File: config.mk
export PLATFORM = sky130hd
export DESIGN_NAME = gauss_read_scheduler
export DESIGN_NICKNAME = d
export VERILOG_FILES = /design/src/rtl/gauss_read_scheduler.sv
export SDC_FILE = /design/constraint.sdc
export NUM_CORES = 1
export LEC_CHECK = 0
export CAP_MARGIN = 0
export CORE_MARGIN = 3
export CORE_UTILIZATION = 30
export CTS_BUF_LIST = sky130_fd_sc_hd__clkbuf_2
export DETAILED_ROUTE_END_ITERATION = 6
export DONT_BUFFER_PORTS = 1
export PLACE_DENSITY = 0.48
export SLEW_MARGIN = 20
export SYNTH_ARGS = -nofsm -noshare
export SYNTH_HDL_FRONTEND = slang
export SYNTH_SLANG_ARGS = --single-unit
File: constraint.sdc
create_clock -name clk -period 2.4 [get_ports clk]
set_clock_uncertainty 0.2 [all_clocks]
set_input_delay 0.6 -clock clk [delete_from_list [all_inputs] [get_ports clk]]
set_output_delay 0.6 -clock clk [all_outputs]
set_load 0.01 [all_outputs]
File: src/rtl/gauss_read_scheduler.sv
// Read sequencer for the 5x5 Gaussian pipeline: five row reads per column word,
// return-path steering into buffer/shifter, and one-shot pipeline start pulses.
module gauss_read_scheduler #(
  parameter int ADDR_W     = 20,
  parameter int ROW_WORDS  = 256,
  parameter int START_ADDR = 1024,
  parameter int END_ADDR   = 523518,
  parameter int PUT_DLY    = 15
) (
  input  logic              clk,
  input  logic              reset,
  input  logic              start,
  input  logic              pause,
  output logic [ADDR_W-1:0] rd_addr,
  output logic              rd_en,
  output logic              buf_pop,
  output logic              shift_load,
  output logic              pipe_start,
  output logic              out_start,
  output logic              busy,
  output logic              done
);

  typedef enum logic [1:0] {IDLE, ISSUE, DRAIN, DONE} state_t;

  localparam int                CNT_W     = $clog2(PUT_DLY + 1);
  localparam logic [ADDR_W-1:0] STRIDE    = ADDR_W'(ROW_WORDS);
  localparam logic [ADDR_W-1:0] FIRST_COL = ADDR_W'(START_ADDR);
  localparam logic [ADDR_W-1:0] PAST_COL  = ADDR_W'(END_ADDR + 1);
  localparam logic [CNT_W-1:0]  PUT_CNT   = CNT_W'(PUT_DLY);

  state_t            state, stateNext;
  logic [ADDR_W-1:0] col;
  logic [2:0]        phase;
  logic [2:0]        rdPhase;
  logic              vD;
  logic [2:0]        phD;
  logic              pipeFired, outFired, cntRun;
  logic [CNT_W-1:0]  cnt;
  logic              lastVisible, issueNow;

  // The final phase-4 read is on the bus this cycle; col has already moved past the end.
  assign lastVisible = rd_en && (rdPhase == 3'd4) && (col == PAST_COL);

  // Pause is honoured only before a phase-0 read, so a 5-word group is never split.
  assign issueNow = ((state == IDLE && start) || (state == ISSUE && !lastVisible)) &&
                    (phase != 3'd0 || !pause);

  // NOTE: sequential state uses non-blocking assignments so every register
  // samples pre-edge values; blocking here would create order-dependent races.
  always_ff @(posedge clk) begin
    if (reset) state <= IDLE;
    else       state <= stateNext;
  end

  // NOTE: every variable assigned in a combinational block gets a default first,
  // so no path leaves it unassigned and no latch is inferred.
  always_comb begin
    stateNext = state;
    unique case (state)
      IDLE:  if (start)       stateNext = ISSUE;
      ISSUE: if (lastVisible) stateNext = DRAIN;
      DRAIN:                  stateNext = DONE;
      DONE:  if (outFired)    stateNext = IDLE;
      default:                stateNext = IDLE;
    endcase
  end

  always_comb begin
    busy = 1'b0;
    done = 1'b0;
    unique case (state)
      ISSUE, DRAIN: busy = 1'b1;
      DONE: begin
        busy = !outFired;
        done = outFired;
      end
      default: ;
    endcase
  end

  // Issue side: address generation and registered read request.
  always_ff @(posedge clk) begin
    if (reset) begin
      col     <= FIRST_COL;
      phase   <= 3'd0;
      rd_en   <= 1'b0;
      rd_addr <= '0;
      rdPhase <= 3'd0;
    end else begin
      rd_en <= issueNow;
      if (issueNow) begin
        rd_addr <= col - STRIDE * ADDR_W'(phase);
        rdPhase <= phase;
        if (phase == 3'd4) begin
          phase <= 3'd0;
          col   <= col + ADDR_W'(1);
        end else begin
          phase <= phase + 3'd1;
        end
      end else if (state != ISSUE) begin
        col   <= FIRST_COL;
        phase <= 3'd0;
      end
    end
  end

  // Return path: SRAM data arrives one cycle after the request.
  always_ff @(posedge clk) begin
    if (reset) begin
      vD  <= 1'b0;
      phD <= 3'd0;
    end else begin
      vD  <= rd_en;
      phD <= rdPhase;
    end
  end

  assign buf_pop    = vD && (phD < 3'd4);
  assign shift_load = vD && (phD == 3'd4);
  assign pipe_start = shift_load && !pipeFired;
  assign out_start  = cntRun && (cnt == PUT_CNT);

  // Output-writer delay counter runs independently of pause and frame end.
  always_ff @(posedge clk) begin
    if (reset || state == IDLE) begin
      pipeFired <= 1'b0;
      outFired  <= 1'b0;
      cntRun    <= 1'b0;
      cnt       <= '0;
    end else if (pipe_start) begin
      pipeFired <= 1'b1;
      cntRun    <= 1'b1;
      cnt       <= CNT_W'(1);
    end else if (cntRun) begin
      if (out_start) begin
        cntRun   <= 1'b0;
        outFired <= 1'b1;
      end else begin
        cnt <= cnt + CNT_W'(1);
      end
    end
  end

endmodule
==> results.json, run 1 <==
{
  "status": "completed",
  "synth.area.top_cells": "dfxtp_1 (40%), nand2_1 (5.7%), ha_1 (4.5%), nor2_1 (3.7%), a21oi_1 (3.6%)",
  "antenna_found_initial": 0,
  "num_antenna_cells": 0,
  "setup_violations": 0,
  "pwr_density_cell_nw_per_um2": 858.5,
  "syn-num-nets": 375,
  "yosysSeqAreaShare_pct": 39.65,
  "vdd_drop_max_mv": 0.3274,
  "total_power_mw": 3.291,
  "crit_path_end_kind": "flip-flop",
  "io_pins": 31,
  "grt_usage_pct": 14.81,
  "r2r-start": "state[0]",
  "r2r_slack_ps": 9,
  "cp-endpoint": "col[11]",
  "crit_arrival_ps": 2580,
  "synth_edf_count": 0,
  "p_leak_nw": 1.422,
  "die-area_sq_um": 11340,
  "cp-startpoint": "state[0]",
  "synth_most_common_cell": "dfxtp_1",
  "nets": 423,
  "yosys.area.top_type": "dfxtp_1",
  "rows": 36,
  "synth_commonest_cells": "dfxtp_1 (60), nand2_1 (46), nor2_1 (30)",
  "drive_gt1_share_pct": 25.73,
  "overflow": 0,
  "first_pass_iters": 4,
  "start_util_pct": 30.99,
  "wl_per_cell_microns": 14.73,
  "yosys_register_bits": 60,
  "gp_congestion": 0.8756,
  "syn_to_final_growth_pct": 26.56,
  "hold_violations": 0,
  "hold_class": "input pin to flip-flop",
  "dieWidth_microns": 106.5,
  "required_ps": 2590,
  "max-slew-margin-rel_pct": 61.41,
  "synthesis.area_sq_um": 3029,
  "clock-root-buffer": "clkbuf_2",
  "grt_pass1_wl_mm": 13.23,
  "clk_pin_slew_ps": 220,
  "routed_wl_mm": 8.028,
  "chipHeight_microns": 106.5,
  "htreeDepth": 3,
  "finalCritPeriodShare_pct": 99.61,
  "synth_cells": 359,
  "portBuffers": 0,
  "synth_area_per_cell_sq_um": 8.438,
  "ant_nets": 0,
  "grt_max_degree": 37,
  "synth-xor-area-share_pct": 3.470,
  "dp_cells": 519,
  "yosysTopAreaCellShare_pct": 39.65,
  "tightest_slew_ps": 573.6,
  "synthAdderAreaFrac_pct": 5.204,
  "clk_latency_ps": 510,
  "reg2reg_to": "col[11]",
  "vias_per_cell": 5.066,
  "synth_top_family_by_area": "simple AND/OR/NAND/NOR gates",
  "coreArea_sq_um": 9774,
  "async_reset_ff_share_pct": 0,
  "yosysWarnings": 0,
  "via_count": 2761,
  "synthDistinctLibCells": 55,
  "hpwl_mm": 5.774,
  "rr_worst_depth": 8,
  "yosys.area_share.simple_pct": 26.72,
  "drc": 0,
  "numCtsBuffers": 9,
  "ys.flop_type": "dfxtp_1",
  "clkSinkCount": 60,
  "fmax_mhz": 418.3,
  "worst-path-max-fanout": 5,
  "critical_path_class": "flip-flop to flip-flop",
  "grt_pass1_vias": 2665,
  "synthMuxAreaShare_pct": 1.322,
  "cp-start-kind": "flip-flop",
  "rsz0062_at_grt": "yes",
  "maxSlewViolCount": 0,
  "post-route-min-period_ps": 2391,
  "maxCapViolations": 0,
  "cts_tree": "yes",
  "synth_compound_area_share_pct": 18.59,
  "first_iter_violations": 171,
  "fin_cells": 545,
  "clockBufferDepth": 2
}
[critical path: stages, from the launching register on]
cell and delay [ps]:
dfxtp_2 380, inv_2 60, ha_4 160, buf_6 120
a21bo_4 200, or4_4 530, o21a_1 220, and3_1 150
o221a_1 230
[repair_timing]
action / 4_1_cts / 5_1_grt
endpoints found under the setup margin: 12 / 29
gates resized for setup: 15 / 15
hold endpoints to repair: 36 / 0
hold buffers: 2 / 0
setup buffers: 2 / 6
pin swaps: 7 / 9
[per-layer routing]
metal  global-route usage (%)  vias up  routed length [microns]
li1                         -     1385                        -
met1                    19.15     1310                     3726
met2                    23.80       54                     3676
met3                    4.007       12                      474
met4                    5.114        0                      150
met5                        0        -                        0
[kinds of logic after synthesis]
| kind of cell | count (synthesis) |
|---|---|
| XOR/XNOR | 12 |
| buffers and inverters | 35 |
| multiplexers | 4 |
| AO/OA/AOI/OAI | 79 |
| AND/OR/NAND/NOR | 157 |
| adder cells (fa/ha/maj) | 12 |
| flip-flops | 60 |
[how the worst min path moves through the flow]
stage | from | endpoint | slack, ps | cells after the start
global route | reset | rdPhase[0] | 90 | 2
detailed placement | pipeFired | pipeFired | 240 | 1
CTS | reset | rdPhase[0] | 80 | 2
finish | reset | rdPhase[0] | 120 | 2
floorplan | pipeFired | pipeFired | 230 | 1
global placement | pipeFired | pipeFired | 240 | 1
[registers in the layout, summed over array words and instances, names as in the netlist]
name / cells
rdPhase: 3
rd_addr: 20
outFired: 1
phase: 3
pipeFired: 1
state: 2
phD: 3
rd_en: 1
cntRun: 1
col: 20
cnt: 4
vD: 1
[report_power, final]
group	leakage [nW]	total, mW	switching [mW]	internal (mW)
sequential	0.488	1.21	0.0982	1.11
clock	0.0925	0.862	0.407	0.455
combinational	0.841	1.22	0.655	0.565
[placed cells by master (no fill, tap or decap), drive strengths merged, types with 3 or more instances in the layout]
cell    instances
a211oi         12
a21boi          3
a21oi          22
a22oi           5
a31oi          14
and2            5
and3            9
and4            3
buf            57
bufinv          3
clkbuf         10
dfxtp          60
ha             11
inv            15
mux2i           4
nand2          47
nand2b          4
nand3          22
nand4           9
nor2           30
nor2b           7
nor3            9
nor4            3
o21a            3
o21ai           4
or4             3
xnor2           5
xor2            7
[layout make-up]
cell class / count / area, sq um
Sequential cell: 60 / 1207
Clock inverter: 6 / 111.4
Clock buffer: 10 / 50.05
Multi-Input combinational cell: 264 / 1763
Timing Repair Buffer: 58 / 483.0
Tap cell: 133 / 166.4
Fill cell: 1012 / 5941
Inverter: 14 / 52.55
[through the flow]
stage	utilization [%]	setup slack, ps	TNS [ps]	instance area, sq um	hold slack, ps
after CTS	38.22	-7.774	-8.307	3736	76.84
after detailed placement	35.74	8.522	0	3493	244.0
after global placement	35.74	29.95	0	3493	238.7
final	39.22	9.242	0	3834	124.2
after floorplan	-	18.15	0	3029	232.0
after global routing	39.22	-63.07	-386.2	3834	92.79
Power figures use the tool's default switching activity.
==> run 2, diff against run 1 <==
CORE_UTILIZATION = 49   (was 30)
GPL_ROUTABILITY_DRIVEN = 0   (was unset)
MAX_ROUTING_LAYER = met4   (was unset)
PLACE_DENSITY = 0.69   (was 0.48)
==> run 2 against run 1 <==
Net effect: setup slack better by 23 ps; utilization up 21 points; critical path depth decreased by 3; first-iteration DRC count decreased by 0.58%; register-to-register slack gained 20 ps; via count rose by 1.8%; flip-flop and latch count did not move; clock-buffer cell count fell by 1; non-clock buffer count fell by 8; critical path type unchanged; largest cell class unchanged; largest power group is now sequential cells.
==> results.json, run 2 (same netlist as run 1, synthesis figures left out) <==
{
  "required_ps": 2590,
  "p_leak_nw": 1.328,
  "cp-start-kind": "flip-flop",
  "vdd_drop_max_mv": 0.4607,
  "ant_nets": 0,
  "critPathSlowestCell": "or4b_4",
  "pwr_density_cell_nw_per_um2": 790.2,
  "clkSinkCount": 60,
  "critical_path_class": "flip-flop to flip-flop",
  "wl_per_cell_microns": 15.59,
  "setup_violations": 0,
  "status": "completed",
  "die-area_sq_um": 7161,
  "total_power_mw": 2.841,
  "hold_class": "input pin to flip-flop",
  "chipHeight_microns": 84.63,
  "rows": 28,
  "vias_per_cell": 5.866,
  "layout_common_cells": "dfxtp_1 (54), nand2_1 (46), buf_4 (44), nor2_1 (29)",
  "drive_gt1_share_pct": 23.02,
  "grt_pass1_vias": 2760,
  "largestRegisters": "col (20), rd_addr (20), cnt (4)",
  "critPathMaxStageDelay_ps": 570,
  "stdcell_area_sq_um": 3595,
  "syn_to_final_growth_pct": 18.67,
  "coreArea_sq_um": 5956,
  "hpwl_mm": 5.326,
  "io_pins": 31,
  "post-route-min-period_ps": 2368,
  "cts_tree": "yes",
  "first_iter_violations": 170,
  "maxCapViolations": 0,
  "placed_area_sq_um": 3398,
  "htreeDepth": 3,
  "finalCritPeriodShare_pct": 98.66,
  "via_count": 2810,
  "crit_chain": "or4b_4 -> nor3_1 -> nand2_1 -> a221o_1 -> a211oi_1",
  "crit_arrival_ps": 2560,
  "crit_path_end_kind": "flip-flop",
  "overflow": 0,
  "grt_pass1_wl_mm": 12.74,
  "whs_ps": 95.90,
  "clk_pin_slew_ps": 180,
  "start_util_pct": 50.86,
  "grt_usage_pct": 22.78,
  "nets": 415,
  "max-slew-margin-rel_pct": 59.04,
  "antenna_found_initial": 0,
  "portBuffers": 0,
  "num_antenna_cells": 0,
  "numCtsBuffers": 9,
  "r2r_slack_ps": 30,
  "first_pass_iters": 4,
  "dieWidth_microns": 84.63,
  "fmax_mhz": 422.3,
  "routed_wl_mm": 7.469,
  "rsz0062_at_grt": "yes",
  "hold_violations": 0,
  "grt_max_degree": 39,
  "finalSetupTns_ps": 0,
  "worst-path-max-fanout": 3,
  "clock-root-buffer": "clkbuf_2",
  "layout_commonest_cell": "dfxtp_1",
  "clk_latency_ps": 510,
  "maxSlewViolCount": 0,
  "clockBufferDepth": 2,
  "tightest_slew_ps": 608.8,
  "drc": 0
}
run 2: final timing paths:
check	startpoint	to	cells after the start
setup / recovery	col[8]	state[0]	5
hold / removal	reset	cntRun	2
setup reg to reg	col[8]	state[0]	5
hold reg to reg	rdPhase[1]	rdPhase[1]	2
run 2: metrics by stage:
| stage | setup WS [ps] | cells | utilization (%) |
|---|---|---|---|
| after detailed placement | -78.66 | 458 | 57.06 |
| final | 32.18 | 479 | 60.36 |
| after global placement | -13.83 | 458 | 57.06 |
| after CTS | 10.26 | 478 | 59.68 |
| after floorplan | 18.15 | 359 | - |
| after global routing | -50.21 | 479 | 60.36 |
run 2: report_power, final:
group / switching, mW / internal, mW / leakage [nW]
Sequential: 0.0969 / 1.11 / 0.489
Clock: 0.402 / 0.128 / 0.0471
Combinational: 0.609 / 0.494 / 0.792
run 2: metal layers:
metal	vias up	part of all wire (%)	GRT usage, %
li1	1370	-	-
met1	1359	46	27.77
met2	68	48	36.65
met3	13	4.8	4.907
met4	0	1.6	9.065
met5	-	0	-
run 2: area by class of cell:
class	instances	area, sq um
inverters	14	52.55
clock inverters	7	42.54
flip-flops and latches	60	1209
well taps	75	93.84
multi-input cells	264	1728
repair buffers	50	424.2
clock buffers	9	45.04
fillers	544	2361
run 2: repair_timing:
action | CTS | global route
setup endpoints to repair | 8 | 22
pin swaps | 3 | 4
hold endpoints to repair | 36 | 0
hold buffers | 1 | 0
resized for setup | 12 | 13
setup buffers | 3 | 2
run 2: critical path: cells and delay by family, from the launching register on:
family          cells  cell delay [ps]
compound gates      2              640
flops               1              370
simple gates        3             1060
==> run 3, diff against run 2 <==
CORE_MARGIN = unset   (was 3)
SLEW_MARGIN = 10   (was 20)
==> run 3 against run 2 <==
Net effect: clock-buffer cell count did not move; die area fell by 9.2%; utilization rose by 1.8 points; critical endpoint is now col[14]; largest cell class unchanged.
==> results.json, run 3 (same netlist as run 1, synthesis figures left out) <==
{
  "critPathMaxStageDelay_ps": 580,
  "layout_commonest_cell": "dfxtp_1",
  "numCtsBuffers": 9,
  "clockBufferDepth": 2,
  "coreArea_sq_um": 5956,
  "chipHeight_microns": 80.63,
  "drc": 0,
  "finalCritPeriodShare_pct": 97.31,
  "swShare_pct": 35.15,
  "syn_to_final_growth_pct": 22.22,
  "power.internal_mw": 2.073,
  "post-route-min-period_ps": 2335,
  "portBuffers": 0,
  "routed_wl_mm": 7.536,
  "clkSinkCount": 60,
  "critPathSlowestCell": "or4b_4",
  "die-area_sq_um": 6500,
  "htreeDepth": 3,
  "drive_gt1_share_pct": 23.63,
  "pwr_density_cell_nw_per_um2": 863.5,
  "status": "completed",
  "cp_num_buf_inv": 1,
  "grt_max_degree": 39,
  "required_ps": 2600,
  "power_frac_seq_pct": 38.0,
  "max-slew-margin-rel_pct": 59.24,
  "maxCapViolations": 0,
  "ant_nets": 0,
  "p_leak_nw": 1.379,
  "maxSlewViolCount": 0,
  "hold_class": "input pin to flip-flop",
  "num_antenna_cells": 0,
  "pwr-share-comb_pct": 36.3,
  "cp-start-kind": "flip-flop",
  "grt_pass1_vias": 2577,
  "grt_pass1_wl_mm": 12.14,
  "vdd_drop_max_mv": 0.4196,
  "first_iter_violations": 215,
  "cts_tree": "yes",
  "rsz0062_at_grt": "no",
  "hold_violations": 0,
  "io_pins": 31,
  "whs_ps": 83.55,
  "clkPwrFrac_pct": 25.7,
  "tightest_slew_ps": 605.8,
  "vias_per_cell": 5.771,
  "post-route-util_pct": 62.16,
  "overflow": 0,
  "setup_violations": 0,
  "total_power_mw": 3.197,
  "critical_path_class": "flip-flop to flip-flop",
  "clk_pin_slew_ps": 180,
  "nFillCells": 497,
  "power.switching_mw": 1.124,
  "wl_per_cell_microns": 15.80,
  "fmax_mhz": 428.2,
  "pre_cts_ws_ps": -46.91,
  "crit_chain": "or4b_4 -> nor4_4 -> a2111oi_4 -> buf_4 -> nor3b_1 -> a211o_1",
  "nets": 414,
  "setup_ws_ps": 64.64,
  "layout_common_cells": "dfxtp_1 (56), nand2_1 (46), buf_4 (44), nor2_1 (28)",
  "crit_arrival_ps": 2540,
  "antenna_found_initial": 0,
  "rows": 28,
  "grt_usage_pct": 25.49,
  "dieWidth_microns": 80.63,
  "crit_path_end_kind": "flip-flop",
  "worst-path-max-fanout": 5,
  "start_util_pct": 50.86,
  "clk_latency_ps": 500,
  "clock-root-buffer": "clkbuf_2",
  "via_count": 2753,
  "cpLargestDelayFamily": "simple AND/OR/NAND/NOR gates",
  "hpwl_mm": 5.270,
  "first_pass_iters": 4,
  "largestRegisters": "col (20), rd_addr (20), cnt (4)"
}
run 3: cell types whose count changed in the layout (fill, tap and decap cells not counted), sizes merged:
cell / delta
clkinvlp: -3
bufinv: +3
inv: -1
buf: -1
run 3: final timing paths:
kind,end,startpoint,depth (start not counted),slack (ps)
setup reg to reg,col[14],rdPhase[0],6,60
setup / recovery,col[14],rdPhase[0],6,60
hold reg to reg,pipeFired,pipeFired,1,280
hold / removal,pipeFired,reset,2,80
run 3: layout make-up:
| type | count | area [sq um] | share of cell area [%] |
|---|---|---|---|
| Timing Repair Buffer | 49 | 412.9 | 11.15 |
| Clock buffer | 9 | 45.04 | 1.217 |
| Sequential cell | 60 | 1209 | 32.65 |
| Multi-Input combinational cell | 264 | 1785 | 48.23 |
| Inverter | 14 | 52.55 | 1.419 |
| Clock inverter | 6 | 103.9 | 2.805 |
| Tap cell | 75 | 93.84 | 2.535 |
run 3: what timing repair did:
action,in CTS,in global routing
endpoints found under the setup margin,21,30
setup buffers,0,3
cloned,0,0
resized for setup,9,23
hold buffers,1,0
pin swaps,2,3
hold endpoints to repair,36,0
run 3: power by group through the flow:
stage          sequential [mW]  combinational (mW)  clock (mW)
2_1_floorplan             1.23               0.648           0
3_3_place_gp              1.22               0.978           0
3_5_place_dp              1.23                1.01           0
4_1_cts                   1.21                1.07       0.826
5_1_grt                   1.23                1.26       0.872
6_report                  1.21                1.16       0.823
run 3: metal layers:
metal / vias to the layer above / track usage [%] / routed length (microns)
met5: - / - / 0
met4: 0 / 9.107 / 85
met3: 9 / 6.477 / 242
met2: 52 / 40.08 / 3625
met1: 1315 / 31.49 / 3583
li1: 1377 / - / -
run 3: per-stage QoR:
step	std cells	TNS, ps	instance area (sq um)
5_1_grt	477	0	3702
6_report	477	0	3702
2_1_floorplan	359	0	3029
3_3_place_gp	458	-14.30	3398
4_1_cts	474	0	3600
3_5_place_dp	458	-188.7	3398
